[src/rtl/cpu_pkg.sv]
// Shared definitions for the 5-stage MIPS core hazard logic: widths, Tuse/Tnew
// encoding, MDU state encoding and default MDU latencies.
package cpu_pkg;

  localparam int XLEN = 32;
  localparam int AW   = 5;
  localparam int TW   = 2;

  localparam logic [TW-1:0] TUSE_NONE = '1;

  localparam int DEF_MULT_CYC = 5;
  localparam int DEF_DIV_CYC  = 10;

  typedef enum logic {
    MDU_IDLE,
    MDU_BUSY
  } mdu_state_e;

  // Register $0 is hard-wired, so it never takes part in a dependency.
  function automatic logic reg_hit(input logic [AW-1:0] src, input logic [AW-1:0] dst);
    return (src != '0) && (src == dst);
  endfunction

endpackage

[src/rtl/mdu_busy_tracker.sv]
// Tracks how long the multi-cycle mult/div unit stays occupied after it starts in E.
// busy is asserted in the start cycle and for exactly N-1 further cycles.
module mdu_busy_tracker
  import cpu_pkg::*;
#(
  parameter int MULT_CYC = DEF_MULT_CYC,
  parameter int DIV_CYC  = DEF_DIV_CYC
) (
  input  logic clk,
  input  logic reset,
  input  logic start,
  input  logic is_div,
  output logic busy
);

  localparam int CW = $clog2(DIV_CYC + 1);
  localparam logic [CW-1:0] MULT_LOAD = CW'(MULT_CYC - 1);
  localparam logic [CW-1:0] DIV_LOAD  = CW'(DIV_CYC - 1);

  mdu_state_e    state_q, state_d;
  logic [CW-1:0] cnt_q, cnt_d;
  logic [CW-1:0] load;

  always_ff @(posedge clk) begin
    if (!reset) begin
      state_q <= MDU_IDLE;
      cnt_q   <= '0;
    end else begin
      state_q <= state_d;
      cnt_q   <= cnt_d;
    end
  end

  // cnt holds the busy cycles left including the current one, so the unit
  // frees up when the count would run out, keeping the total at exactly N.
  always_comb begin
    state_d = state_q;
    cnt_d   = cnt_q;
    load    = is_div ? DIV_LOAD : MULT_LOAD;
    case (state_q)
      MDU_IDLE: begin
        if (start && (load != '0)) begin
          state_d = MDU_BUSY;
          cnt_d   = load;
        end
      end
      MDU_BUSY: begin
        if (cnt_q > CW'(1)) begin
          cnt_d = cnt_q - 1'b1;
        end else begin
          state_d = MDU_IDLE;
          cnt_d   = '0;
        end
      end
      default: begin
        state_d = MDU_IDLE;
        cnt_d   = '0;
      end
    endcase
  end

  assign busy = (state_q == MDU_BUSY) | start;

endmodule

[src/rtl/hazard_ctrl.sv]
// Pipeline hazard unit: Tuse/Tnew stalls, E/M/W/post-W forwarding and MDU busy stalls.
// Optional HAZARD_STATS_EN adds saturating stall_cnt and mdu_stall_cnt outputs.
module hazard_ctrl
  import cpu_pkg::*;
#(
  parameter int MULT_CYC = DEF_MULT_CYC,
  parameter int DIV_CYC  = DEF_DIV_CYC
) (
  input  logic            clk,
  input  logic            reset,
  input  logic [AW-1:0]   rs_a_D,
  input  logic [AW-1:0]   rt_a_D,
  input  logic [XLEN-1:0] rs_v_D,
  input  logic [XLEN-1:0] rt_v_D,
  input  logic [TW-1:0]   rs_tuse_D,
  input  logic [TW-1:0]   rt_tuse_D,
  input  logic [AW-1:0]   rs_a_E,
  input  logic [AW-1:0]   rt_a_E,
  input  logic [XLEN-1:0] rs_v_E,
  input  logic [XLEN-1:0] rt_v_E,
  input  logic [AW-1:0]   rt_a_M,
  input  logic [XLEN-1:0] rt_v_M,
  input  logic [AW-1:0]   wa_E,
  input  logic [AW-1:0]   wa_M,
  input  logic [AW-1:0]   wa_W,
  input  logic [XLEN-1:0] wv_E,
  input  logic [XLEN-1:0] wv_M,
  input  logic [XLEN-1:0] wv_W,
  input  logic [TW-1:0]   tnew_E,
  input  logic [TW-1:0]   tnew_M,
  input  logic            mdu_start_E,
  input  logic            mdu_div_E,
  input  logic            mdu_use_D,
  output logic            stall_F,
  output logic            stall_D,
  output logic            flush_E,
  output logic [XLEN-1:0] fwd_rs_D,
  output logic [XLEN-1:0] fwd_rt_D,
  output logic [XLEN-1:0] fwd_rs_E,
  output logic [XLEN-1:0] fwd_rt_E,
  output logic [XLEN-1:0] fwd_rt_M,
  output logic            mdu_busy
`ifdef HAZARD_STATS_EN
  ,
  output logic [31:0]     stall_cnt,
  output logic [31:0]     mdu_stall_cnt
`endif
);

  logic [AW-1:0]   wa_H;
  logic [XLEN-1:0] wv_H;
  logic            data_stall;
  logic            mdu_stall;
  logic            stall;

  mdu_busy_tracker #(
    .MULT_CYC (MULT_CYC),
    .DIV_CYC  (DIV_CYC)
  ) u_mdu (
    .clk    (clk),
    .reset  (reset),
    .start  (mdu_start_E),
    .is_div (mdu_div_E),
    .busy   (mdu_busy)
  );

  // A match in E shadows any older match in M for the same source.
  function automatic logic src_stall(input logic [AW-1:0] src, input logic [TW-1:0] tuse);
    if (reg_hit(src, wa_E)) return tuse < tnew_E;
    if (reg_hit(src, wa_M)) return tuse < tnew_M;
    return 1'b0;
  endfunction

  function automatic logic [XLEN-1:0] fwd_d(input logic [AW-1:0] src, input logic [XLEN-1:0] rf);
    if (reg_hit(src, wa_E) && (tnew_E == '0)) return wv_E;
    if (reg_hit(src, wa_M) && (tnew_M == '0)) return wv_M;
    return rf;
  endfunction

  // The post-W hold covers a regfile write and read landing on the same edge.
  function automatic logic [XLEN-1:0] fwd_wh(input logic [AW-1:0] src, input logic [XLEN-1:0] pipe);
    if (reg_hit(src, wa_W)) return wv_W;
    if (reg_hit(src, wa_H)) return wv_H;
    return pipe;
  endfunction

  function automatic logic [XLEN-1:0] fwd_e(input logic [AW-1:0] src, input logic [XLEN-1:0] pipe);
    if (reg_hit(src, wa_M) && (tnew_M == '0)) return wv_M;
    return fwd_wh(src, pipe);
  endfunction

  always_comb begin
    data_stall = src_stall(rs_a_D, rs_tuse_D) | src_stall(rt_a_D, rt_tuse_D);
    mdu_stall  = mdu_use_D & mdu_busy;
    stall      = data_stall | mdu_stall;
    stall_F    = stall;
    stall_D    = stall;
    flush_E    = stall;
    fwd_rs_D   = fwd_d(rs_a_D, rs_v_D);
    fwd_rt_D   = fwd_d(rt_a_D, rt_v_D);
    fwd_rs_E   = fwd_e(rs_a_E, rs_v_E);
    fwd_rt_E   = fwd_e(rt_a_E, rt_v_E);
    fwd_rt_M   = fwd_wh(rt_a_M, rt_v_M);
  end

  always_ff @(posedge clk) begin
    if (!reset) begin
      wa_H <= '0;
      wv_H <= '0;
    end else begin
      wa_H <= wa_W;
      wv_H <= wv_W;
    end
  end

`ifdef HAZARD_STATS_EN
  always_ff @(posedge clk) begin
    if (!reset) begin
      stall_cnt     <= '0;
      mdu_stall_cnt <= '0;
    end else begin
      if (stall && (stall_cnt != '1))         stall_cnt     <= stall_cnt + 32'd1;
      if (mdu_stall && (mdu_stall_cnt != '1)) mdu_stall_cnt <= mdu_stall_cnt + 32'd1;
    end
  end
`endif

endmodule

[config.mk]
export PLATFORM = sky130hd
export DESIGN_NAME = hazard_ctrl
export DESIGN_NICKNAME = d
export VERILOG_FILES = /design/src/rtl/cpu_pkg.sv /design/src/rtl/mdu_busy_tracker.sv /design/src/rtl/hazard_ctrl.sv
export SDC_FILE = /design/constraint.sdc
export NUM_CORES = 1
export LEC_CHECK = 0
export CAP_MARGIN = 10
export CORE_AREA = 2 2 184 186
export DETAILED_ROUTE_END_ITERATION = 10
export DIE_AREA = 0 0 186 188
export GPL_ROUTABILITY_DRIVEN = 0
export GPL_TIMING_DRIVEN = 0
export PLACE_DENSITY = 0.52
export SYNTH_ARGS = -nofsm -noshare
export SYNTH_HDL_FRONTEND = slang
export SYNTH_SLANG_ARGS = --single-unit
[constraint.sdc]
create_clock -name clk -period 6.5 [get_ports clk]
set_input_delay 1.3 -clock clk [delete_from_list [all_inputs] [get_ports clk]]
set_output_delay 1.3 -clock clk [all_outputs]
set_load 0.05 [all_outputs]
# Word-level counts from Yosys, hierarchy flattened
# Index checks and enable logic that the tools add are counted.
# op_classes
n_addsub	1
magnitude_cmp	5
eq_ne	13
mux	66
bitwise	5
n_reduce_logical	27
# ops
op	n
two-way mux 32 bit	24
== test 5 bit	12
two-way mux 1 bit	37
nonzero test 5 bit	5
logical AND 1 bit	19
two-way mux 4 bit	3
less-than comparator 2 bit	4
case mux 4 bit (2 select lines)	1
> comparator 4 x 1 -> 1 bit (second input constant)	1
zero test 2 bit	2
nonzero test 4 bit	1
subtractor 4 x 1 -> 4 bit (second input constant)	1
OR 1 bit	3
!= test 2 x 1 -> 1 bit (second input constant)	1
case mux 1 bit (2 select lines)	1
AND 1 bit	1
inverter 1 bit	1
# totals
register_bits	42
input_bits	309
elab_cells	121

# Logic depth before layout (Yosys ltp)
# Gate-level depths: netlist of the first run.
# logic_depth
ltp_word	10
ltp_mapped	8
depth_no_buf	7

# Cells and area by module
# A second synthesis of the first run with hierarchy kept.
# hier_totals
hier_cells	821
area_unflattened_um2	6672.6
# modules_own_cells
mod	instances	cells_per_inst	area_per_inst_um2
hazard_ctrl	1	785	6373.6
mdu_busy_tracker	1	36	299.0

# Worst setup path before layout of the first run
# No wires, ideal clock.
# synth_timing
kind	input -> output
from	input port rt_a_M[1]
to	output port fwd_rt_M[0]
t_arrival_ns	3.350
required_time_ns	5.200
slack_ns	1.850
stages	5
n_path_buf	0
path_cell_list	or4_1 -> nor2_2 -> nor4_4 -> mux2i_1 -> o21ai_0
# synth_between
elab_chain_cells	6
elab_cells_between_ends	11
classes_between	eq/ne: 2; mux: 6; reduce/logical: 3
# synth_rtl
item	line	source
start: declaration	hazard_ctrl.sv:21	input logic [AW-1:0] rt_a_M,
== test 5 bit / nonzero test 5 bit (equally long branches)	cpu_pkg.sv:21	return (src != '0) && (src == dst);
logical AND 1 bit	cpu_pkg.sv:21	
two-way mux 1 bit (2 in series)	hazard_ctrl.sv:83	if (reg_hit(src, wa_H)) return wv_H;
two-way mux 32 bit	hazard_ctrl.sv:84	return pipe;
two-way mux 32 bit *	hazard_ctrl.sv:83	
end: declaration	hazard_ctrl.sv:41	output logic [XLEN-1:0] fwd_rt_M,
# Mark *: on every way between the ends. The rest lies on a longest branch, timed or not. The select of a mux whose other input is x is not followed.

# Worst setup path in the final report of the first run
# layout_timing
from	input port rt_a_E[0]
to	output port fwd_rt_E[22]
# layout_between
elab_chain_cells	8
elab_cells_between_ends	18
classes_between	eq/ne: 3; mux: 10; reduce/logical: 5
# layout_rtl
item	line	source
start: declaration	hazard_ctrl.sv:18	input logic [AW-1:0] rt_a_E,
== test 5 bit / nonzero test 5 bit (equally long branches)	cpu_pkg.sv:21	
logical AND 1 bit	cpu_pkg.sv:21	
two-way mux 1 bit (2 in series)	hazard_ctrl.sv:83	
two-way mux 1 bit	hazard_ctrl.sv:89	return fwd_wh(src, pipe);
two-way mux 32 bit	hazard_ctrl.sv:84	
two-way mux 32 bit	hazard_ctrl.sv:83	
two-way mux 32 bit *	hazard_ctrl.sv:89	
end: declaration	hazard_ctrl.sv:40	output logic [XLEN-1:0] fwd_rt_E,
# Marks and branches as above.

==> impl_metrics.py, run 1 <==
metrics = {
    "outcome": {
        "status": "finished, final reports clean",
    },
    "floorplan": {
        "die_w_microns": 186,
        "coreArea_sq_um": 33100,
        "start_util_pct": 20.0,
        "rows": 67,
        "die_y_microns": 188,
        "die_area_sq_um": 35000,
        "pin_count": 473,
    },
    "route": {
        "wirelength_mm": 43.8,
        "vias_per_cell": 5.18,
        "dr.pass1.iters": 7,
        "post_drt_wl_per_cell_microns": 25.1,
        "drc": 0,
        "drtAntennaViolNets": 0,
        "drt_iter0_markers": 589,
        "num_vias": 9021,
    },
    "sta": {
        "hold_violations": 0,
        "post-route-period-util_pct": 93.1,
        "setup_viol": 0,
        "layout_min_cycle_time_ns": 6.05,
        "slew_headroom_pct": 32.4,
        "clock_skew_ns": 0.00465,
        "max_freq_ghz": 0.165,
        "layout_setup_ws_ns": 0.450,
        "finalSetupTns_ns": 0,
        "rsz0062_at_grt": "no",
        "tightest_slew_ns": 1.01,
        "slew_viol_final": 0,
    },
    "place": {
        "post_dp_cell_area_sq_um": 11900,
        "numPortBuffers": 471,
        "dpl_worst_slack_ns": 0.466,
        "placedCellCount": 1732,
        "detailed_place_hpwl_mm": 34.2,
    },
    "grt": {
        "grt_max_degree": 13,
        "grt_use_total_pct": 23.7,
        "grt_pass1_wl_mm": 61.0,
        "grt-ovfl-total": 0,
        "grt_antenna_before_repair": 1,
        "grt_pass1_vias": 9141,
    },
    "logic_synthesis": {
        "seq_area_frac_synth_pct": 12.7,
        "yosys_warnings": 0,
        "syn_nets": 1128,
        "synth_area_leaders": "mux2i_1 15%, dfxtp_1 13%, o221a_2 11%, a221o_1 9.7%, a32o_1 9.7%",
        "synth-main-ff-cell": "dfxtp_1",
        "synth_area_per_cell_sq_um": 8.15,
        "synth_top_area_share_pct": 14.8,
        "synthDistinctLibCells": 45,
        "ys_seq_elements": 42,
        "synthCells": 813,
        "yosysTopAreaCell": "mux2i_1",
        "synth_area_sq_um": 6630,
        "synth_enable_flop_cells": 0,
        "synth-async-reset-ratio_pct": 0,
    },
    "clocking": {
        "post_cts_buffers": 0,
        "clk_path_buf_depth": 2,
        "cts-root-buf": "clkbuf_16",
        "cts_tree": "yes",
        "cts_buffers": 5,
        "cts.repair.resized": 0,
        "path_clk_slew_ns": 0.07,
        "insertion_delay_ns": 0.31,
        "hold_buffers": 0,
        "clock_sinks": 42,
        "cts_max_level": 2,
    },
    "pwr": {
        "p_per_area_nw_per_um2": 138,
        "power.switching_mw": 0.761,
        "ir_drop_mv": 0.0851,
        "pwr-share-comb_pct": 65.1,
        "p_leak_nw": 4.08,
        "p_clk_share_pct": 17.6,
        "p_seq_share_pct": 17.3,
        "swShare_pct": 45.5,
        "p_total_mw": 1.67,
        "p_int_mw": 0.911,
    },
    "worst_hold_path": {
        "hold_class": "reg2reg",
    },
    "setup_path": {
        "crit_fanout": 10,
        "worstPathCellList": "clkdlybuf4s50_1 -> nor3_1 -> nand2_1 -> nor4b_2 -> buf_2 -> a221o_1 -> o221a_2 -> clkdlybuf4s50_1",
        "max_stage_delay_ns": 0.85,
        "required_ns": 5.20,
        "cp-start-kind": "input port",
        "crit_type": "in2out",
        "critPathTopFamily": "buffers and inverters",
        "worstSetupEndpointType": "output pin",
        "crit_buf_inv": 3,
        "cp.arrival_ns": 4.75,
        "cp_common_cell": "clkdlybuf4s50_1",
        "crit_slowest_cell": "clkdlybuf4s50_1",
    },
    "layout": {
        "nets": 1606,
        "final_cell_count_no_fill": 1741,
        "finish.instance_area_sq_um": 12100,
        "area_delta_synth_final_pct": 82.2,
        "drive_above_1_share_pct": 10.1,
        "final_cell_mix": "471 x clkdlybuf4s50_1, 98 x mux2i_1, 77 x nor2_1, 67 x a21oi_1",
        "final_common_cell": "clkdlybuf4s50_1",
    },
    "run": {
        "cap_viol_max_count": 0,
    },
}
logic make-up (layout without fill, tap and decap cells):
logic type / Yosys count / after routing / share of synthesized area, %
AO/OA/AOI/OAI: 300 / 300 / 38.7
XOR/XNOR: 61 / 61 / 8.06
adder cells (fa/ha/maj): 6 / 6 / 1.13
buffers and inverters: 98 / 577 / 7.85
flip-flops: 42 / 42 / 12.7
multiplexers: 98 / 98 / 14.8
other: 0 / 1 / 0
AND/OR/NAND/NOR: 208 / 208 / 16.8
synth_stat cells (5+ instances only):
cell / n
nor2_1: 77
nand3_1: 9
o221a_2: 63
buf_6: 10
o21ai_1: 30
ha_1: 6
a21oi_1: 67
clkbuf_1: 46
nand2b_1: 5
dfxtp_1: 42
nor3_1: 9
buf_4: 13
nand2_1: 41
mux2i_1: 98
xor2_1: 35
and2_1: 39
buf_2: 23
inv_1: 6
a221o_1: 64
a32o_1: 64
xnor2_1: 26
per-stage QoR:
step | hold slack (ns) | util, %
2_1_floorplan | 0.490 | -
3_3_place_gp | 0.523 | 35.9
4_1_cts | 0.551 | 36.4
5_1_grt | 0.604 | 36.4
3_5_place_dp | 0.540 | 35.9
6_report | 0.561 | 36.5
worst min-delay path: cells and delay by family (launching register included):
family / cells / cell delay, ns
DFF: 1 / 0.34
AOI/OAI and AO/OA: 2 / 0.16
power by group through the flow:
stage               logic [mW]  clock network (mW)  registers [mW]
CTS                       1.09               0.304           0.289
detailed placement        1.09                   0           0.295
global placement          1.08                   0           0.295
global route              1.14               0.311           0.292
finish                    1.09               0.294           0.290
floorplan                0.595                   0           0.289
sequential cells by signal, indices dropped and copies added (netlist names):
| register | cells |
|---|---|
| u_mdu.state_q | 1 |
| u_mdu.cnt_q | 4 |
| wa_H | 5 |
| wv_H | 32 |
layer usage:
layer | vias up | share of wire, % | global-route usage, %
li1 | 4171 | - | -
met1 | 4369 | 43 | 30.5
met2 | 436 | 48 | 40.4
met3 | 45 | 7.4 | 4.23
met4 | 0 | 2.0 | 6.51
met5 | - | 0 | 0
cell type report:
class	instances	area [sq um]
clock buffer	8	166
buffer	92	498
antenna	1	2.50
tap	448	561
sequential	42	841
fill	3414	21000
multi-input combinational	673	5270
timing repair buffer	471	4710
inverter	6	22.5
worst paths after layout:
check,from,end,slack (ns),cells after the start
min reg2reg,u_mdu.cnt_q[2]$_SDFFE_PN0N_,u_mdu.cnt_q[2]$_SDFFE_PN0N_,0.56,2
min,u_mdu.cnt_q[2]$_SDFFE_PN0N_,u_mdu.cnt_q[2]$_SDFFE_PN0N_,0.56,2
max reg2reg,u_mdu.cnt_q[0]$_SDFFE_PN0N_,u_mdu.cnt_q[3]$_SDFFE_PN0N_,5.09,7
max,rt_a_E[0],fwd_rt_E[22],0.45,8
Note: power is estimated with default switching activity, not from simulation.
==> inputs of run 2 (changes only) <==
Settings changed: CORE_AREA 2 2 184 186 to 2 2 186 188, DIE_AREA 0 0 186 188 to 0 0 188 190.
Clock period 6.5 ns to 6 ns, I/O delays scaled along.
==> run 2 against run 1 <==
Net effect: wire length is essentially flat; highest routed layer unchanged; global-route usage shrank 0.73 points; clock power grew 15%; worst setup slack lost 0.23 ns; combinational power grew 8%; non-clock buffer count is the same; sequential share of layout area is essentially flat.
==> impl_metrics.py, run 2 (same netlist as run 1, synthesis figures left out) <==
metrics = {
    "setup_path": {
        "max_stage_delay_ns": 0.84,
        "required_ns": 4.80,
        "crit_type": "in2out",
        "crit_fanout": 10,
        "crit_start": "rt_a_E[1]",
        "worst-r2r-setup-slack_ns": 4.60,
        "worstSetupEndpointType": "output pin",
        "cp-start-kind": "input port",
        "cp_common_cell": "clkdlybuf4s50_1",
        "crit_slowest_cell": "clkdlybuf4s50_1",
        "worstPathCellList": "clkdlybuf4s50_1 -> xor2_1 -> nor2_1 -> clkbuf_1 -> a32o_1 -> a221o_1 -> o221a_2 -> clkdlybuf4s50_1",
        "cp.arrival_ns": 4.58,
        "reg2reg_from": "u_mdu.cnt_q[0]$_SDFFE_PN0N_",
    },
    "sta": {
        "rsz0062_at_grt": "no",
        "hold-worst-slack_ns": 0.564,
        "hold_violations": 0,
        "tightest_slew_ns": 1.02,
        "clock_skew_ns": 0.00303,
        "layout_min_cycle_time_ns": 5.78,
        "setup_viol": 0,
        "post-route-period-util_pct": 96.3,
        "max_freq_ghz": 0.173,
        "slew_viol_final": 0,
        "slew_headroom_pct": 31.7,
        "finalSetupTns_ns": 0,
    },
    "route": {
        "drc": 0,
        "wirelength_mm": 43.8,
        "post_drt_wl_per_cell_microns": 25.1,
        "num_vias": 9083,
        "vias_per_cell": 5.20,
        "drtAntennaViolNets": 0,
        "drt_iter0_markers": 734,
        "dr.pass1.iters": 5,
    },
    "clocking": {
        "cts_buffers": 5,
        "cts.repair.resized": 0,
        "hold_buffers": 0,
        "cts_max_level": 2,
        "clk_path_buf_depth": 2,
        "cts-root-buf": "clkbuf_16",
        "path_clk_slew_ns": 0.07,
        "insertion_delay_ns": 0.31,
        "post_cts_buffers": 0,
        "clock_sinks": 42,
        "cts_tree": "yes",
    },
    "layout": {
        "diodes": 0,
        "final_cell_mix": "471 x clkdlybuf4s50_1, 98 x mux2i_1, 77 x nor2_1, 67 x a21oi_1",
        "drive_above_1_share_pct": 10.1,
        "nets": 1606,
        "multiInputGateArea_sq_um": 5270,
        "final-seq-area_sq_um": 841,
        "regMostFlops": "wv_H",
        "finish.instance_area_sq_um": 12100,
        "largest_reg_flops": 32,
        "area_delta_synth_final_pct": 82.4,
        "reg_top3": "wv_H (32), wa_H (5), u_mdu.cnt_q (4)",
        "fill_cells": 3484,
        "final_common_cell": "clkdlybuf4s50_1",
    },
    "outcome": {
        "status": "finished, final reports clean",
    },
    "floorplan": {
        "die_area_sq_um": 35700,
        "rows": 68,
        "coreArea_sq_um": 33900,
        "pin_count": 473,
        "die_w_microns": 188,
        "start_util_pct": 19.5,
        "die_y_microns": 190,
    },
    "grt": {
        "grt_pass1_wl_mm": 61.6,
        "grt_use_total_pct": 23.0,
        "grt-ovfl-total": 0,
        "grt_antenna_before_repair": 0,
        "grt_pass1_vias": 9050,
        "grt_max_degree": 13,
    },
    "worst_hold_path": {
        "hold_path.startpoint": "u_mdu.cnt_q[2]$_SDFFE_PN0N_",
        "hold_class": "reg2reg",
    },
    "run": {
        "cap_viol_max_count": 0,
    },
    "pwr": {
        "p_leak_nw": 4.08,
        "p_per_area_nw_per_um2": 152,
        "p_total_mw": 1.83,
        "ir_drop_mv": 0.0817,
    },
    "place": {
        "post_dp_cell_area_sq_um": 11900,
        "numPortBuffers": 471,
        "detailed_place_hpwl_mm": 34.6,
    },
}
-- run 2: cell types whose count changed in the layout (fill, tap and decap cells not counted) --
cell / delta
clkbuf_8: -2
diode_2: -1
nor4b_4: +1
nor4b_2: -1
bufinv_16: +1
-- run 2: per-layer routing --
layer  up-vias  routed length, microns  GRT usage [%]  part of all wire, %
li1       4167                       -              -                    -
met1      4421                   18800           29.0                   43
met2       454                   21400           40.5                   49
met3        41                    2970           4.85                  6.8
met4         0                     666           4.42                  1.5
met5         -                       0              0                    0
-- run 2: metrics by stage --
| step | utilization [%] | setup slack (ns) | std cells |
|---|---|---|---|
| finish | 35.6 | 0.219 | 1746 |
| global route | 35.6 | 0.00752 | 1746 |
| CTS | 35.6 | 0.117 | 1746 |
| detailed placement | 35.1 | 0.120 | 1739 |
| global placement | 35.1 | 0.138 | 1739 |
| floorplan | - | 1.55 | 813 |
-- run 2: cell type report --
| class | instances | share of cell area, % |
|---|---|---|
| sequential | 42 | 6.96 |
| buffer | 92 | 4.12 |
| clock buffer | 6 | 1.15 |
| inverter | 6 | 0.186 |
| tap | 455 | 4.71 |
| timing repair buffer | 471 | 39.0 |
| multi-input combinational | 673 | 43.6 |
| clock inverter | 1 | 0.248 |
-- run 2: final timing paths --
kind | endpoint | depth (start not counted)
worst max-delay path | fwd_rt_E[10] | 8
worst min-delay path | u_mdu.cnt_q[2]$_SDFFE_PN0N_ | 2
worst max register to register | u_mdu.cnt_q[3]$_SDFFE_PN0N_ | 7
worst min register to register | u_mdu.cnt_q[2]$_SDFFE_PN0N_ | 2
-- run 2: report_power, final --
group / internal, mW / switching [mW] / total (mW)
registers: 0.295 / 0.0190 / 0.314
logic: 0.502 / 0.680 / 1.18
clock network: 0.206 / 0.132 / 0.338
total: 1.00 / 0.831 / 1.83
-- run 2: worst max-delay path: cells and delay by family --
kind	cells	cell delay [ns]
AND/OR/NAND/NOR	1	0.57
AO/OA/AOI/OAI	3	0.64
buffers and inverters	3	1.94
XOR/XNOR	1	0.21
==> patch (config.mk and constraints of run 2) <==
Build with the macro `HAZARD_STATS_EN` defined.
--- a/src/rtl/hazard_ctrl.sv
+++ b/src/rtl/hazard_ctrl.sv
@@ -1,4 +1,6 @@
 // Pipeline hazard unit: Tuse/Tnew stalls, E/M/W/post-W forwarding and MDU busy stalls.
 // Optional HAZARD_STATS_EN adds saturating stall_cnt and mdu_stall_cnt outputs.
+`define HAZARD_STATS_EN
+
 module hazard_ctrl
   import cpu_pkg::*;
Behaviour (old outputs only; new: mdu_stall_cnt and stall_cnt): unchanged (equiv_simple and equiv_induct, registers matched by name and starting in step).
==> patch against run 2 <==
Design area increased by 30%; setup slack worse by 110 ps; total power grew 41%; area after synthesis rose by 40%; wire length rose by 29%; sequential cell count is 64 higher; core utilization rose by 11 points; clock skew grew 10 ps; largest cell class unchanged.
==> patch: results (changes against run 2) <==
setup_path:
  rr_worst_depth: 9  # +2
  rr_startpoint: "stall_cnt[10]$_SDFFE_PN0P_"
  reg2reg_to: "stall_cnt[0]$_SDFFE_PN0P_"
  critPathArrivalTime_ps: 4690  # +110 ps
logic_synthesis:
  syn_nets: 1611  # +43%
  syn_inst: 1294  # +59%
  netlist_top_cells_area: "dfxtp_1 23%, mux2i_1 19%, nand2_1 9.7%, o21ai_0 9.3%, xor2_1 4.3%"
  muxShareOfSynthArea_pct: 19.23  # +4.4 points
  ys_seq_area_share_pct: 22.91  # +10 points
  synth_fa_ha_area_share_pct: 1.080  # -0.052 points
  synth_top_family_by_area: "simple AND/OR/NAND/NOR gates"
  yosysUniqueCellTypes: 54  # +20%
  synth_common_cells: "240 x nand2_1, 178 x mux2i_1, 172 x o21ai_0"
  synth-xor-area-share_pct: 7.942  # -0.12 points
layout:
  drive_above_1_share_pct: 4.056  # -6.0 points
  fillers: 3457  # -0.77%
route:
  routed_wl_mm: 56.53  # +29%
  met3_length_mm: 4.834  # +63%
  routed_via_density: 5.183  # -0.36%
  vias: 12046  # +33%
  top_layer: "met5"
placement:
  dp.cells: 2288  # +32%
  dp_hpwl_mm: 46.08  # +33%
worst_hold_path:
  holdCritStartpoint: "stall_cnt[31]$_SDFFE_PN0P_"
grt:
  grt_pass1_wl_mm: 81.12  # +32%
  grt_use_met3_pct: 9.205  # +4.4 points
  grt_use_met2_pct: 51.02  # +11 points
  grt_max_degree: 23  # +10
  met1_usage_pct: 36.87  # +7.9 points
  track_usage_pct: 30.49  # +7.5 points
  antenna_found_initial: 33  # +33
clock_network:
  insertion_delay_ps: 370  # +60 ps
  cts-buffers-inserted: 9  # +4
status:
  status: "finished, final reports clean"
timing:
  finClkSkew_ps: 13.20  # +10.17 ps
  relSlewSlack_pct: 40.24  # +8.5 points
power_and_ir_drop:
  leakage_nw: 5.380  # +32%
-- patch: changes by cell type after synthesis, moves of 64 or more --
cell and delta:
mux2i_1 +80, a32o_1 -64, a221o_1 -64, dfxtp_1 +64, o21ai_0 +168, nand2_1 +199
-- patch: how the worst max path moves through the flow --
stage | start | to | slack (ps)
floorplan | rs_a_E[1] | fwd_rs_E[10] | 1190
global placement | wa_M[3] | fwd_rt_E[7] | -710
detailed placement | rt_a_E[1] | fwd_rt_E[7] | -130
CTS | rs_a_E[2] | fwd_rs_E[9] | 50
global route | rs_a_D[0] | fwd_rs_D[14] | 10
finish | rs_a_E[2] | fwd_rs_E[25] | 110
-- patch: power breakdown --
part           internal, mW  leakage (nW)  switching, mW  total [mW]
clock                 0.348         0.164          0.364       0.712
combinational         0.459          4.35          0.680        1.14
sequential            0.723         0.865         0.0222       0.745
total                  1.53          5.38           1.07        2.60
-- patch: stage by stage --
step                util, %  TNS, ps  instance area (um2)  setup WS, ps
floorplan                 -        0                 9264          1188
global placement      44.77   -47470                15200        -706.5
detailed placement    44.89   -299.9                15240        -128.9
CTS                   45.88        0                15570         45.03
global route          46.13        0                15660         10.96
finish                46.16        0                15670         106.9
-- patch: worst register-to-register path, cell delays in order, from the launching register on --
cell and delay (ps):
dfxtp_1 480, nand4_1 190, nor3_2 340, nand3_1 180, or3_1 440, o21ai_2 160, buf_6 200, buf_6 150
xor2_1 150, nor2_1 50
-- patch: layout make-up --
cell class,instances,area share [%]
buffer,83,2.467
antenna,20,0.3194
inverter,16,0.3833
clock inverter,7,0.7186
multi-input combinational,1089,42.89
timing repair buffer,539,34.61
tap,455,3.633
sequential,106,13.54
clock buffer,9,1.437
